## src/rtl/fetch_unit_if.sv

```systemverilog
// Fetch-stage bus bundle: redirect input, instruction-memory request/response
// channel and the decode-side valid/ready handshake.
// master: the fetch unit itself; slave: memory/decode/execute environment.
interface fetch_unit_if;
  logic        redirect_valid;
  logic [31:0] redirect_pc;
  logic        imem_req_valid;
  logic        imem_req_ready;
  logic [31:0] imem_req_addr;
  logic        imem_resp_valid;
  logic [31:0] imem_resp_data;
  logic        dec_valid;
  logic        dec_ready;
  logic [31:0] dec_instr;
  logic [31:0] dec_pc;
  logic        misalign_fault;

  modport master (
    input  redirect_valid, redirect_pc, imem_req_ready, imem_resp_valid, imem_resp_data,
           dec_ready,
    output imem_req_valid, imem_req_addr, dec_valid, dec_instr, dec_pc, misalign_fault
  );

  modport slave (
    output redirect_valid, redirect_pc, imem_req_ready, imem_resp_valid, imem_resp_data,
           dec_ready,
    input  imem_req_valid, imem_req_addr, dec_valid, dec_instr, dec_pc, misalign_fault
  );
endinterface

```

## src/rtl/fetch_unit.sv

```systemverilog
// Instruction-fetch stage: PC sequencing, credit-limited in-order memory
// requests, instruction buffer towards decode, redirect flush with discard of
// stale in-flight responses.
// Optional feature macro FETCH_ALIGN_CHECK_EN: a misaligned redirect target
// enters a sticky fault state instead of being silently word-aligned.
module fetch_unit #(
  parameter logic [31:0] RESET_PC = 32'h0000_0000,
  parameter int unsigned DEPTH    = 2
) (
  input logic         clk,
  input logic         rst_n,
  fetch_unit_if.master bus
);

  localparam int unsigned PTR_W = (DEPTH > 1) ? $clog2(DEPTH) : 1;
  localparam int unsigned CNT_W = PTR_W + 1;

  typedef logic [PTR_W-1:0] ptr_t;
  typedef logic [CNT_W-1:0] cnt_t;

  typedef enum logic [1:0] {StIdle, StFetch, StDrain, StFault} state_e;

  state_e      state_q, state_d;
  logic [31:0] pc_q, pc_d;
  cnt_t        out_q, out_d;    // requests accepted whose responses are still wanted
  cnt_t        drop_q, drop_d;  // in-flight responses belonging to a flushed path
  cnt_t        fifo_cnt_q;
  ptr_t        fifo_wr_q, fifo_rd_q;
  ptr_t        pq_wr_q, pq_rd_q;
  logic [31:0] fifo_instr_q [DEPTH];
  logic [31:0] fifo_pc_q    [DEPTH];
  logic [31:0] pq_pc_q      [DEPTH];

  logic        redirect;
  logic        misalign;
  logic [31:0] redir_pc;
  logic        pop;
  cnt_t        credit_used;
  logic        req_valid;
  logic        req_fire;
  logic        resp_drop;
  logic        resp_keep;
  logic        resp_cnt;
  cnt_t        inflight;
  logic        flush;

`ifdef FETCH_ALIGN_CHECK_EN
  logic fault_q, fault_d;
`endif

  // Redirect target handling and handshake/credit qualifiers.
  always_comb begin
`ifdef FETCH_ALIGN_CHECK_EN
    redir_pc = bus.redirect_pc;
    misalign = |bus.redirect_pc[1:0];
`else
    redir_pc = {bus.redirect_pc[31:2], 2'b00};
    misalign = 1'b0;
`endif
    redirect    = bus.redirect_valid && (state_q != StIdle);
    pop         = (fifo_cnt_q != '0) && bus.dec_ready;
    // An entry leaving to decode this cycle frees its credit immediately,
    // which is what allows one instruction per cycle with DEPTH=2.
    credit_used = fifo_cnt_q - cnt_t'(pop) + out_q;
    req_valid   = (state_q == StFetch) && !bus.redirect_valid && (credit_used < cnt_t'(DEPTH));
    req_fire    = req_valid && bus.imem_req_ready;
    resp_drop   = bus.imem_resp_valid && (drop_q != '0);
    resp_keep   = bus.imem_resp_valid && (drop_q == '0) && (out_q != '0);
    resp_cnt    = resp_drop || resp_keep;
    inflight    = out_q + drop_q + cnt_t'(req_fire) - cnt_t'(resp_cnt);
  end

  // Next-state logic for FSM, PC and request/drop counters.
  always_comb begin
    state_d = state_q;
    pc_d    = pc_q;
    out_d   = out_q;
    drop_d  = drop_q;
    flush   = 1'b0;
`ifdef FETCH_ALIGN_CHECK_EN
    fault_d = fault_q;
`endif
    if (req_fire) begin
      pc_d  = pc_q + 32'd4;
      out_d = out_q + 1'b1;
    end
    if (resp_keep) out_d = out_d - 1'b1;
    if (resp_drop) drop_d = drop_q - 1'b1;

    unique case (state_q)
      StIdle:  state_d = StFetch;
      StDrain: if (drop_d == '0) state_d = StFetch;
      default: ;
    endcase

    if (redirect) begin
      flush   = 1'b1;
      pc_d    = redir_pc;
      out_d   = '0;
      drop_d  = inflight;
      state_d = (inflight != '0) ? StDrain : StFetch;
`ifdef FETCH_ALIGN_CHECK_EN
      fault_d = misalign;
`endif
      if (misalign) state_d = StFault;
    end
  end

  // FSM, PC and counter registers.
  always_ff @(posedge clk or negedge rst_n) begin
    if (!rst_n) begin
      state_q <= StIdle;
      pc_q    <= RESET_PC;
      out_q   <= '0;
      drop_q  <= '0;
`ifdef FETCH_ALIGN_CHECK_EN
      fault_q <= 1'b0;
`endif
    end else begin
      state_q <= state_d;
      pc_q    <= pc_d;
      out_q   <= out_d;
      drop_q  <= drop_d;
`ifdef FETCH_ALIGN_CHECK_EN
      fault_q <= fault_d;
`endif
    end
  end

  // Buffer and pending-PC queue pointers; a redirect empties both.
  always_ff @(posedge clk or negedge rst_n) begin
    if (!rst_n) begin
      fifo_cnt_q <= '0;
      fifo_wr_q  <= '0;
      fifo_rd_q  <= '0;
      pq_wr_q    <= '0;
      pq_rd_q    <= '0;
    end else if (flush) begin
      fifo_cnt_q <= '0;
      fifo_wr_q  <= '0;
      fifo_rd_q  <= '0;
      pq_wr_q    <= '0;
      pq_rd_q    <= '0;
    end else begin
      fifo_cnt_q <= fifo_cnt_q + cnt_t'(resp_keep) - cnt_t'(pop);
      if (resp_keep) fifo_wr_q <= fifo_wr_q + 1'b1;
      if (pop)       fifo_rd_q <= fifo_rd_q + 1'b1;
      if (req_fire)  pq_wr_q   <= pq_wr_q + 1'b1;
      if (resp_keep) pq_rd_q   <= pq_rd_q + 1'b1;
    end
  end

  // Storage: buffer entries pair each response with the PC it was fetched from.
  always_ff @(posedge clk or negedge rst_n) begin
    if (!rst_n) begin
      for (int i = 0; i < int'(DEPTH); i++) begin
        fifo_instr_q[i] <= '0;
        fifo_pc_q[i]    <= '0;
        pq_pc_q[i]      <= '0;
      end
    end else begin
      if (req_fire) pq_pc_q[pq_wr_q] <= pc_q;
      if (resp_keep && !flush) begin
        fifo_instr_q[fifo_wr_q] <= bus.imem_resp_data;
        fifo_pc_q[fifo_wr_q]    <= pq_pc_q[pq_rd_q];
      end
    end
  end

  assign bus.imem_req_valid = req_valid;
  assign bus.imem_req_addr  = pc_q;
  assign bus.dec_valid      = (fifo_cnt_q != '0);
  assign bus.dec_instr      = fifo_instr_q[fifo_rd_q];
  assign bus.dec_pc         = fifo_pc_q[fifo_rd_q];
`ifdef FETCH_ALIGN_CHECK_EN
  assign bus.misalign_fault = fault_q;
`else
  assign bus.misalign_fault = 1'b0;
`endif

endmodule

```

## src/flat_wrapper.sv

```systemverilog
// flat-port wrapper written by rule: the top's interface ports become plain ports
module fetch_unit_flat 
#(
  parameter logic [31:0] RESET_PC = 32'h0000_0000,
  parameter int unsigned DEPTH    = 2
)
  (clk, rst_n, bus_redirect_valid, bus_redirect_pc, bus_imem_req_ready, bus_imem_resp_valid, bus_imem_resp_data, bus_dec_ready, bus_imem_req_valid, bus_imem_req_addr, bus_dec_valid, bus_dec_instr, bus_dec_pc, bus_misalign_fault);
  fetch_unit_if bus_i ();
  input logic clk;
  input logic rst_n;
  input wire logic [$bits(bus_i.redirect_valid)-1:0] bus_redirect_valid;
  input wire logic [$bits(bus_i.redirect_pc)-1:0] bus_redirect_pc;
  input wire logic [$bits(bus_i.imem_req_ready)-1:0] bus_imem_req_ready;
  input wire logic [$bits(bus_i.imem_resp_valid)-1:0] bus_imem_resp_valid;
  input wire logic [$bits(bus_i.imem_resp_data)-1:0] bus_imem_resp_data;
  input wire logic [$bits(bus_i.dec_ready)-1:0] bus_dec_ready;
  output wire logic [$bits(bus_i.imem_req_valid)-1:0] bus_imem_req_valid;
  output wire logic [$bits(bus_i.imem_req_addr)-1:0] bus_imem_req_addr;
  output wire logic [$bits(bus_i.dec_valid)-1:0] bus_dec_valid;
  output wire logic [$bits(bus_i.dec_instr)-1:0] bus_dec_instr;
  output wire logic [$bits(bus_i.dec_pc)-1:0] bus_dec_pc;
  output wire logic [$bits(bus_i.misalign_fault)-1:0] bus_misalign_fault;
  assign bus_i.redirect_valid = bus_redirect_valid;
  assign bus_i.redirect_pc = bus_redirect_pc;
  assign bus_i.imem_req_ready = bus_imem_req_ready;
  assign bus_i.imem_resp_valid = bus_imem_resp_valid;
  assign bus_i.imem_resp_data = bus_imem_resp_data;
  assign bus_i.dec_ready = bus_dec_ready;
  assign bus_imem_req_valid = bus_i.imem_req_valid;
  assign bus_imem_req_addr = bus_i.imem_req_addr;
  assign bus_dec_valid = bus_i.dec_valid;
  assign bus_dec_instr = bus_i.dec_instr;
  assign bus_dec_pc = bus_i.dec_pc;
  assign bus_misalign_fault = bus_i.misalign_fault;
  fetch_unit #(.RESET_PC(RESET_PC), .DEPTH(DEPTH)) u_core (.clk(clk), .rst_n(rst_n), .bus(bus_i));
endmodule
```

## config.mk

```make
export PLATFORM = sky130hd
export DESIGN_NAME = fetch_unit_flat
export DESIGN_NICKNAME = d
export VERILOG_FILES = /design/src/rtl/fetch_unit_if.sv /design/src/rtl/fetch_unit.sv /design/src/flat_wrapper.sv
export SDC_FILE = /design/constraint.sdc
export NUM_CORES = 1
export LEC_CHECK = 0
export ABC_AREA = 1
export CELL_PAD_IN_SITES_DETAIL_PLACEMENT = 1
export CELL_PAD_IN_SITES_GLOBAL_PLACEMENT = 2
export CORE_MARGIN = 2
export CORE_UTILIZATION = 32
export DETAILED_ROUTE_END_ITERATION = 16
export GPL_ROUTABILITY_DRIVEN = 1
export PLACE_DENSITY = 0.85
export SLEW_MARGIN = 25
export SYNTH_ARGS = -nofsm -noshare
export SYNTH_HDL_FRONTEND = slang
export SYNTH_SLANG_ARGS = --single-unit
```

## constraint.sdc

```tcl
create_clock -name clk -period 3 [get_ports clk]
set_input_delay 0.6 -clock clk [delete_from_list [all_inputs] [get_ports clk]]
set_output_delay 0.6 -clock clk [all_outputs]
set_load 0.03 [all_outputs]
```

== Word level (Yosys, flattened, before mapping) ==
Cells that the tools add are included.
Widths: inputs -> output; s select.
Cells by class
  add/subtract/negate cells: 15
  order comparisons: 7
  equal/unequal tests: 3
  mux-type cells: 37
  bitwise gates (word level): 4
  reductions and logical operators: 28
Operator list (number)
  $mux 32: 13
  $bwmux 64: 3
  $demux 32 s1: 2
  $add 32x3->32 const B: 1
  $mux 2: 9
  $reduce_bool 2->1: 9
  $logic_and 1x1->1: 11
  $mux 1: 9
  $ge 2x2->1 const B: 4
  $not 1->2: 4
  $logic_not 2->1: 3
  $sub 2x1->2: 3
  $add 1x1->1 const B: 4
  $add 2x1->2: 2
  $add 2x2->2: 2
  $lt 2x1->1 const B: 2
  $pmux 2 s2: 1
  $sub 2x1->2 const B: 2
  $ne 3x1->1 const B: 1
  $reduce_bool 3->1: 1
  $add 2x1->2 const B: 1
  $eq 2x1->1 const B: 1
  $eq 2x2->1 const B: 1
  $logic_not 1->1: 2
  other kinds (3): 3
Word-level totals
  register bits: 236

== Depth between registers and ports, before layout ==
Gate-level depths: netlist of run 1.
  depth after elaboration: 12
  mapped depth: 14
  depth with buffers taken out: 14

== Least setup slack after synthesis of run 1 ==
OpenSTA, ideal clock, no wires.
  path kind: input to register
  start: input bus_dec_ready
  end: register u_core.state_q[1]
  setup time: 0.132 ns
  arrival time: 2.069 ns
  data required time: 2.868 ns
  path slack: 0.799 ns
  cell stages on the path: 10
  buffers on the path: 0
  cells stage by stage: nand3b_1 > nand2_1 > nand2_1 > nand4_4 > inv_4 > fa_1 > xor2_1 > xnor2_1 > o21ai_0 > o21ai_0
On the way
  word-level cells in the longest chain between the ends: 11
Ends and longest elaborated chain
  start, declared: RTL line flat_wrapper.sv:16  | input wire logic [$bits(bus_i.dec_ready)-1:0] bus_dec_ready;
  $logic_and 1x1->1: RTL line fetch_unit.sv:61  | pop = (fifo_cnt_q != '0) && bus.dec_ready;
  $sub 2x1->2: RTL line fetch_unit.sv:64  | credit_used = fifo_cnt_q - cnt_t'(pop) + out_q;
  $add 2x2->2: RTL line fetch_unit.sv:64
  $lt 2x2->1: RTL line fetch_unit.sv:65  | req_valid = (state_q == StFetch) && !bus.redirect_valid && (credit_used < cnt_t'(DEPTH));
  $logic_and 1x1->1: RTL line fetch_unit.sv:65
  $logic_and 1x1->1: RTL line fetch_unit.sv:66  | req_fire = req_valid && bus.imem_req_ready;
  $add 2x1->2: RTL line fetch_unit.sv:70  | inflight = out_q + drop_q + cnt_t'(req_fire) - cnt_t'(resp_cnt);
  $sub 2x1->2: RTL line fetch_unit.sv:70
  $reduce_bool 2->1: RTL line fetch_unit.sv:101  | state_d = (inflight != '0) ? StDrain : StFetch;
  $mux 2: RTL line fetch_unit.sv:101
  $mux 2: RTL line fetch_unit.sv:96  | if (redirect) begin
  end signal, assigned: RTL line fetch_unit.sv:112  | state_q <= StIdle;
  end signal, assigned: RTL line fetch_unit.sv:120  | state_q <= state_d;
  end, declared: RTL line fetch_unit.sv:23  | state_e state_q, state_d;
No other way between the ends.
A chain may end at the register's enable or synchronous reset.

== Worst setup path in the final report of run 1 ==
  start: register u_core.fifo_rd_q
  end: output bus_dec_pc[11]
On the way
  word-level cells in the longest chain between the ends: 4
Ends and longest elaborated chain
  start, declared: RTL line fetch_unit.sv:28  | ptr_t fifo_wr_q, fifo_rd_q;
  start signal, assigned: RTL line fetch_unit.sv:147  | if (pop) fifo_rd_q <= fifo_rd_q + 1'b1;
  $not 1->2 (not written as such): RTL line fetch_unit.sv:174  | assign bus.dec_pc = fifo_pc_q[fifo_rd_q];
  $mux 32 (not written as such) (3 in a row): RTL line fetch_unit.sv:174
  end, declared: RTL line flat_wrapper.sv:21  | output wire logic [$bits(bus_i.dec_pc)-1:0] bus_dec_pc;
No other way between the ends. The select of a mux whose other input is x is not followed.

==> reports/metrics.yaml, run 1 <==
run_status:
  outcome: "finished, final reports clean"
global_routing:
  grt_pass1_wl_um: 52200
  grt_pass1_vias: 9838
  antenna_found_initial: 0
  grt_overflow: 0
  grt_usage: 0.181
  grt_max_degree: 95
pwr:
  leakagePower_nw: 6.58
  p_per_area_nw_per_um2: 1110
  ir_drop_v: 0.000601
  p_total_mw: 15.4
clock_tree:
  clk-insertion-delay-late_ps: 550
  clock-sinks: 226
  cts_htree_levels: 1
  cts_root_buf: "clkbuf_16"
  hold_buffers: 0
  cts_resized: 0
  cts_tree: "done"
  clk_pin_slew_ps: 60
  postCtsSetupBuffers: 0
  cts_buffer_depth: 3
  cts_buffers: 28
floorplanning:
  core_um2: 33500
  rows: 67
  die_area_um2: 35600
  die_h_um: 189
  ios: 169
  start_util: 0.326
  die_x_um: 189
logic_synthesis:
  synth_ff_type: "dfrtp_1"
  synth_area_um2: 10900
  syn_inst: 1343
  yosys_warnings: 0
  synth_edf_count: 0
  ys_seq_elements: 226
  synth_seq_area_share: 0.518
  async_reset_ff_frac: 1.00
  ys_types: 38
  avgSynthCellArea_um2: 8.13
timing:
  rsz0062_at_grt: "false"
  slew_violations: 0
  fmax_mhz: 341
  min_period_over_period: 0.979
  hold_violations: 0
  slew_headroom: 0.551
  skew_ps: 15.0
  finalSetupTns_ps: 0
  worst_slack_ps: 63.7
  setup_viol: 0
  final.min_clock_period_ps: 2940
  hold_slack_ps: 30.7
  tightest_slew_ps: 674
finish:
  final_common_cell: "nand2_1"
  n_antenna_cell: 0
  drive_gt1_frac: 0.0824
  final_cell_mix: "nand2_1, dfrtp_1, clkdlybuf4s50_1"
  stdcell_count: 1952
  register_area_um2: 5660
  syn_to_final_growth_pct: 26.8
  stdcell_area_um2: 13800
  nets: 1561
  multi_input_area_um2: 4350
  finish.utilization: 0.413
  n_fill_cell: 4044
placement:
  dpl.cell_count: 1902
  place_ws_ps: 158
  post_dp_cell_area_um2: 12900
  dpl.hpwl_um: 22100
  place.gp.congestion: 0.810
  port_buffers: 161
detailed_routing:
  vias_per_cell: 4.72
  wl_um: 31900
  routedWlPerCell_um: 16.3
  drcViolationCount: 0
  dr.first_iter.drc_count: 510
  ant_nets: 0
  drt-pass1-iter-count: 4
  num_vias: 9223
setup_path:
  worstSetupEndpoint: "bus_dec_pc[11]"
  r2r_slack_ps: 550
  crit_arrival_ps: 2340
  required_ps: 2400
  critPathKind: "reg -> out"
  critPathLaunch: "u_core.fifo_rd_q"
  endpoint_kind: "output pin"
  critPathMaxFanout: 92
  crit_path_start_kind: "register"
  timing.rr.end: "u_core.state_q[0]"
  rr_startpoint: "u_core.out_q[0]"
  rr_worst_depth: 13
run:
  timing.max_cap.violations: 0
min_path:
  min-delay-path-class: "in -> async"
[state kept, by name, indices dropped and copies added (netlist names)]
name / cells
u_core.fifo_cnt_q: 2
u_core.fifo_wr_q: 1
u_core.bus.imem_req_addr: 30
u_core.out_q: 2
u_core.fifo_instr_q: 64
u_core.pq_rd_q: 1
u_core.pq_pc_q: 60
u_core.state_q: 2
u_core.pq_wr_q: 1
u_core.fifo_rd_q: 1
u_core.fifo_pc_q: 60
u_core.drop_q: 2
[report_power, final]
group / total (mW) / switching (mW) / internal, mW
clock: 3.33 / 1.34 / 1.99
sequential: 5.25 / 0.912 / 4.33
combinational: 6.85 / 4.29 / 2.56
total: 15.4 / 6.55 / 8.89
[critical path: stages (launching register included)]
cell and delay, ps:
dfrtp_2 420, buf_12 220, o21ai_0 350, clkdlybuf4s50_1 730
[cell usage after synthesis, types with 4 or more instances]
cell,number,area share
clkbuf_1,25,0.0086
buf_2,19,0.0087
buf_1,7,0.0024
nor2_4,4,0.0041
nor2_2,4,0.0023
dfrtp_1,226,0.52
buf_4,12,0.0083
ha_1,6,0.0069
nand2_1,485,0.17
buf_6,10,0.010
nand4_1,4,0.0023
nor2_1,50,0.017
o21ai_0,155,0.071
o211ai_1,12,0.0083
inv_2,7,0.0024
mux2_1,7,0.0072
nor3_1,13,0.0060
inv_1,123,0.042
mux2_2,23,0.024
xor2_1,8,0.0064
nand3_1,37,0.017
a31oi_1,8,0.0046
a21oi_1,7,0.0032
o21ai_1,66,0.030
[cell families (layout without fill, tap and decap cells)]
kind of cell	after synthesis	after routing	synth area share
buffers and inverters	206	363	0.0845
flip-flops	226	226	0.518
multiplexers	30	30	0.0309
other	1	5	0.000344
adder cells (fa/ha/maj)	7	7	0.00871
XOR/XNOR	11	11	0.00883
AND/OR/NAND/NOR	611	611	0.229
AO/OA/AOI/OAI	251	251	0.119
[layer usage]
layer	track usage	wire [um]	up-vias	part of all wire
met5	0	0	-	0
met4	0.0346	441	0	0.014
met3	0.0285	1210	29	0.038
met2	0.307	15100	137	0.47
met1	0.244	15100	4529	0.47
li1	-	-	4528	-
[how the worst min path moves through the flow]
stage,start,endpoint,slack [ps],cells after the start
floorplan,rst_n,u_core.bus.imem_req_addr[10],300,0
global placement,u_core.fifo_pc_q[3],u_core.fifo_pc_q[3],460,2
detailed placement,u_core.fifo_pc_q[5],u_core.fifo_pc_q[5],460,2
CTS,rst_n,u_core.bus.imem_req_addr[20],20,1
global route,rst_n,u_core.bus.imem_req_addr[20],60,1
finish,rst_n,u_core.bus.imem_req_addr[20],30,1
[cell type report]
| type | count | share of cell area |
|---|---|---|
| Timing Repair Buffer | 180 | 0.133 |
| Clock inverter | 12 | 0.00786 |
| Inverter | 133 | 0.0364 |
| Multi-Input combinational cell | 915 | 0.315 |
| Tap cell | 448 | 0.0405 |
| Clock buffer | 38 | 0.0591 |
| Sequential cell | 226 | 0.409 |
(Power assumes the default switching activity.)
==> inputs of run 2 (changes only) <==
Settings changed: ABC_AREA 1 to not set, CORE_MARGIN 2 to not set, CORE_UTILIZATION 32 to 36, PLACE_DENSITY 0.85 to 0.86.
Clock period 3 ns to 3.33 ns, I/O delays scaled along.
==> reports/metrics.yaml, run 2 <==
global_routing:
  antenna_found_initial: 1  # was 0
  grt_pass1_wl_um: 42900  # was 52200 um
  grt_pass1_vias: 7743  # was 9838
  grt_max_degree: 93  # was 95
  grt_overflow: 0  # unchanged
  grt_usage: 0.186  # was 0.181
timing:
  slew_violations: 0  # unchanged
  rsz0062_at_grt: "false"  # unchanged
  finalSetupTns_ps: 0  # unchanged
  slew_headroom: 0.293  # was 0.551
  final.min_clock_period_ps: 3160
  fmax_mhz: 316
  worst_slack_ps: 166  # was 63.7 ps
  hold_violations: 0  # unchanged
  tightest_slew_ps: 1060  # was 674 ps
  min_period_over_period: 0.950
  setup_viol: 0  # unchanged
  hold_slack_ps: 148  # was 30.7 ps
  skew_ps: 10.5  # was 15.0 ps
detailed_routing:
  drcViolationCount: 0  # unchanged
  drt-pass1-iter-count: 4  # unchanged
  wl_um: 27300  # was 31900 um
  top_layer: "met4"  # unchanged
  wl_met1_um: 12500  # was 15100 um
  vias_per_cell: 5.12  # was 4.72
  route.met3.wl_um: 1530  # was 1210 um
  dr.first_iter.drc_count: 303  # was 510
  met2_wirelength_um: 12900  # was 15100 um
  routedWlPerCell_um: 18.9  # was 16.3 um
  ant_nets: 0  # unchanged
  num_vias: 7377  # was 9223
clock_tree:
  clk_pin_slew_ps: 60  # about the same
  clock-sinks: 226  # unchanged
  cts_htree_levels: 1  # unchanged
  cts_buffer_depth: 3  # unchanged
  cts_resized: 0  # unchanged
  cts_tree: "done"  # unchanged
  hold_buffers: 0  # unchanged
  postCtsSetupBuffers: 0  # unchanged
  clk-insertion-delay-late_ps: 520  # was 550 ps
  cts_root_buf: "clkbuf_16"  # unchanged
  cts_buffers: 26  # was 28
setup_path:
  r2r_slack_ps: 730  # was 550 ps
  endpoint_kind: "output pin"  # unchanged
  crit_arrival_ps: 2500  # was 2340 ps
  required_ps: 2660  # was 2400 ps
  crit_path_start_kind: "input port"  # was register
  critPathMaxFanout: 9  # was 92
  slowest_stage: "clkdlybuf4s50_1"  # unchanged
  cpLargestDelayFamily: "buffers and inverters"  # unchanged
  crit_chain: "clkdlybuf4s50_1 -> and2b_1 -> mux2_2 -> nand3_2 -> buf_4 -> and4_1 -> buf_4"  # was buf_12 -> o21ai_0 -> clkdlybuf4s50_1
  slowest_delay_ps: 470  # was 730 ps
  cp_num_buf_inv: 3  # was 2
  cp_common_cell: "buf_4"
  critPathKind: "in -> out"  # was reg -> out
floorplanning:
  start_util: 0.370  # was 0.326
  die_x_um: 172  # was 189 um
  die_h_um: 172  # was 189 um
  core_um2: 28100  # was 33500 um2
  rows: 61  # was 67
  ios: 169  # unchanged
  die_area_um2: 29500  # was 35600 um2
finish:
  largest_reg_flops: 64  # unchanged
  multi_input_area_um2: 4480  # was 4350 um2
  reg_top3: "u_core.fifo_instr_q (64), u_core.fifo_pc_q (60), u_core.pq_pc_q (60)"  # unchanged
  n_fill_cell: 3034  # was 4044
  stdcell_count: 1440  # was 1952
  finish.utilization: 0.478  # was 0.413
  final_common_cell: "dfrtp_1"  # was nand2_1
  top_register: "u_core.fifo_instr_q"  # unchanged
  nets: 1120  # was 1561
  final_cell_mix: "dfrtp_1, mux2_2, clkdlybuf4s50_1"  # was nand2_1, dfrtp_1, clkdlybuf4s50_1
  syn_to_final_growth_pct: 29.1  # was 26.8%
  drive_gt1_frac: 0.254  # was 0.0824
  register_area_um2: 5660  # about the same
placement:
  place_ws_ps: -11.3  # was 158 ps
  port_buffers: 161  # unchanged
  dpl.cell_count: 1393  # was 1902
  place.gp.congestion: 0.761  # was 0.810
  dpl.hpwl_um: 18100  # was 22100 um
logic_synthesis:
  yosysTopAreaCell: "dfrtp_1"  # unchanged
  synth_commonest_cells: "dfrtp_1, mux2_2, nand2_1"  # was nand2_1, dfrtp_1, o21ai_0
  async_reset_ff_frac: 1.00  # unchanged
  synth.most_common_cell: "dfrtp_1"  # was nand2_1
  yosys.area.top_type_share: 0.544  # was 0.518
  synth_ff_type: "dfrtp_1"  # unchanged
  syn_inst: 877  # was 1343
  ys_types: 51  # was 38
  synth_edf_count: 0  # unchanged
  synth_area_um2: 10400  # was 10900 um2
  avgSynthCellArea_um2: 11.8  # was 8.13 um2
  synth_seq_area_share: 0.544  # was 0.518
  synth.top_cells.by_area: "dfrtp_1, mux2_2, mux2i_1"  # was dfrtp_1, nand2_1, o21ai_0
  yosys_warnings: 0  # unchanged
  ys_seq_elements: 226  # unchanged
run:
  timing.max_cap.violations: 0  # unchanged
run_status:
  outcome: "finished, final reports clean"  # unchanged
pwr:
  p_per_area_nw_per_um2: 889  # was 1110 nW/um2
  ir_drop_v: 0.000360  # was 0.000601 V
  leakagePower_nw: 5.87  # was 6.58 nW
min_path:
  min-delay-path-class: "in -> async"  # unchanged
==> run 2: layout make-up <==
type,instances,share of cell area
timing repair buffer,190,0.142
tap,378,0.0353
antenna,1,0.000187
clock buffer,43,0.0601
inverter,11,0.00308
sequential,226,0.422
multi-input combinational,588,0.334
clock inverter,3,0.00345
==> run 2: routing by layer <==
layer	track usage	up-vias
met1	0.255	3754
li1	-	3416
met4	0.0416	0
met5	0	-
met2	0.305	179
met3	0.0332	28
==> run 2: kinds of logic (layout without fill, tap and decap cells) <==
kind of cell | count (synthesis) | count (layout) | synth area share
AOI/OAI and AO/OA | 120 | 120 | 0.0648
xor gates and xnor gates | 33 | 33 | 0.0278
adders and majority gates | 7 | 7 | 0.00915
buffers and inverters | 67 | 247 | 0.0284
DFF | 226 | 226 | 0.544
muxes | 219 | 219 | 0.234
other | 1 | 6 | 0.000361
and+or+nand+nor | 204 | 204 | 0.0916
==> run 2: metrics by stage <==
step           power (mW)  cell area (um2)
6_report             11.9            13400
5_1_grt              12.6            13400
4_1_cts              12.1            13400
3_5_place_dp         9.18            12600
3_3_place_gp         9.02            12600
2_1_floorplan        7.24            10400
==> run 2: final timing paths <==
kind,start,cells past startpoint,endpoint
worst max-delay path,bus_dec_ready,7,bus_imem_req_valid
worst min-delay path,rst_n,1,u_core.fifo_instr_q[46]
worst max register to register,u_core.out_q[1],10,u_core.state_q[1]
worst min register to register,u_core.fifo_pc_q[15],2,u_core.fifo_pc_q[15]
max in group asynchronous,rst_n,2,u_core.pq_pc_q[16]
min in group clk,u_core.fifo_pc_q[15],2,u_core.fifo_pc_q[15]
==> run 2: power breakdown <==
part           internal (mW)  total [mW]  switching (mW)
Combinational           2.22        4.69            2.48
Sequential              3.65        4.41           0.760
Clock                   1.72        2.81            1.10
Total                   7.58        11.9            4.34
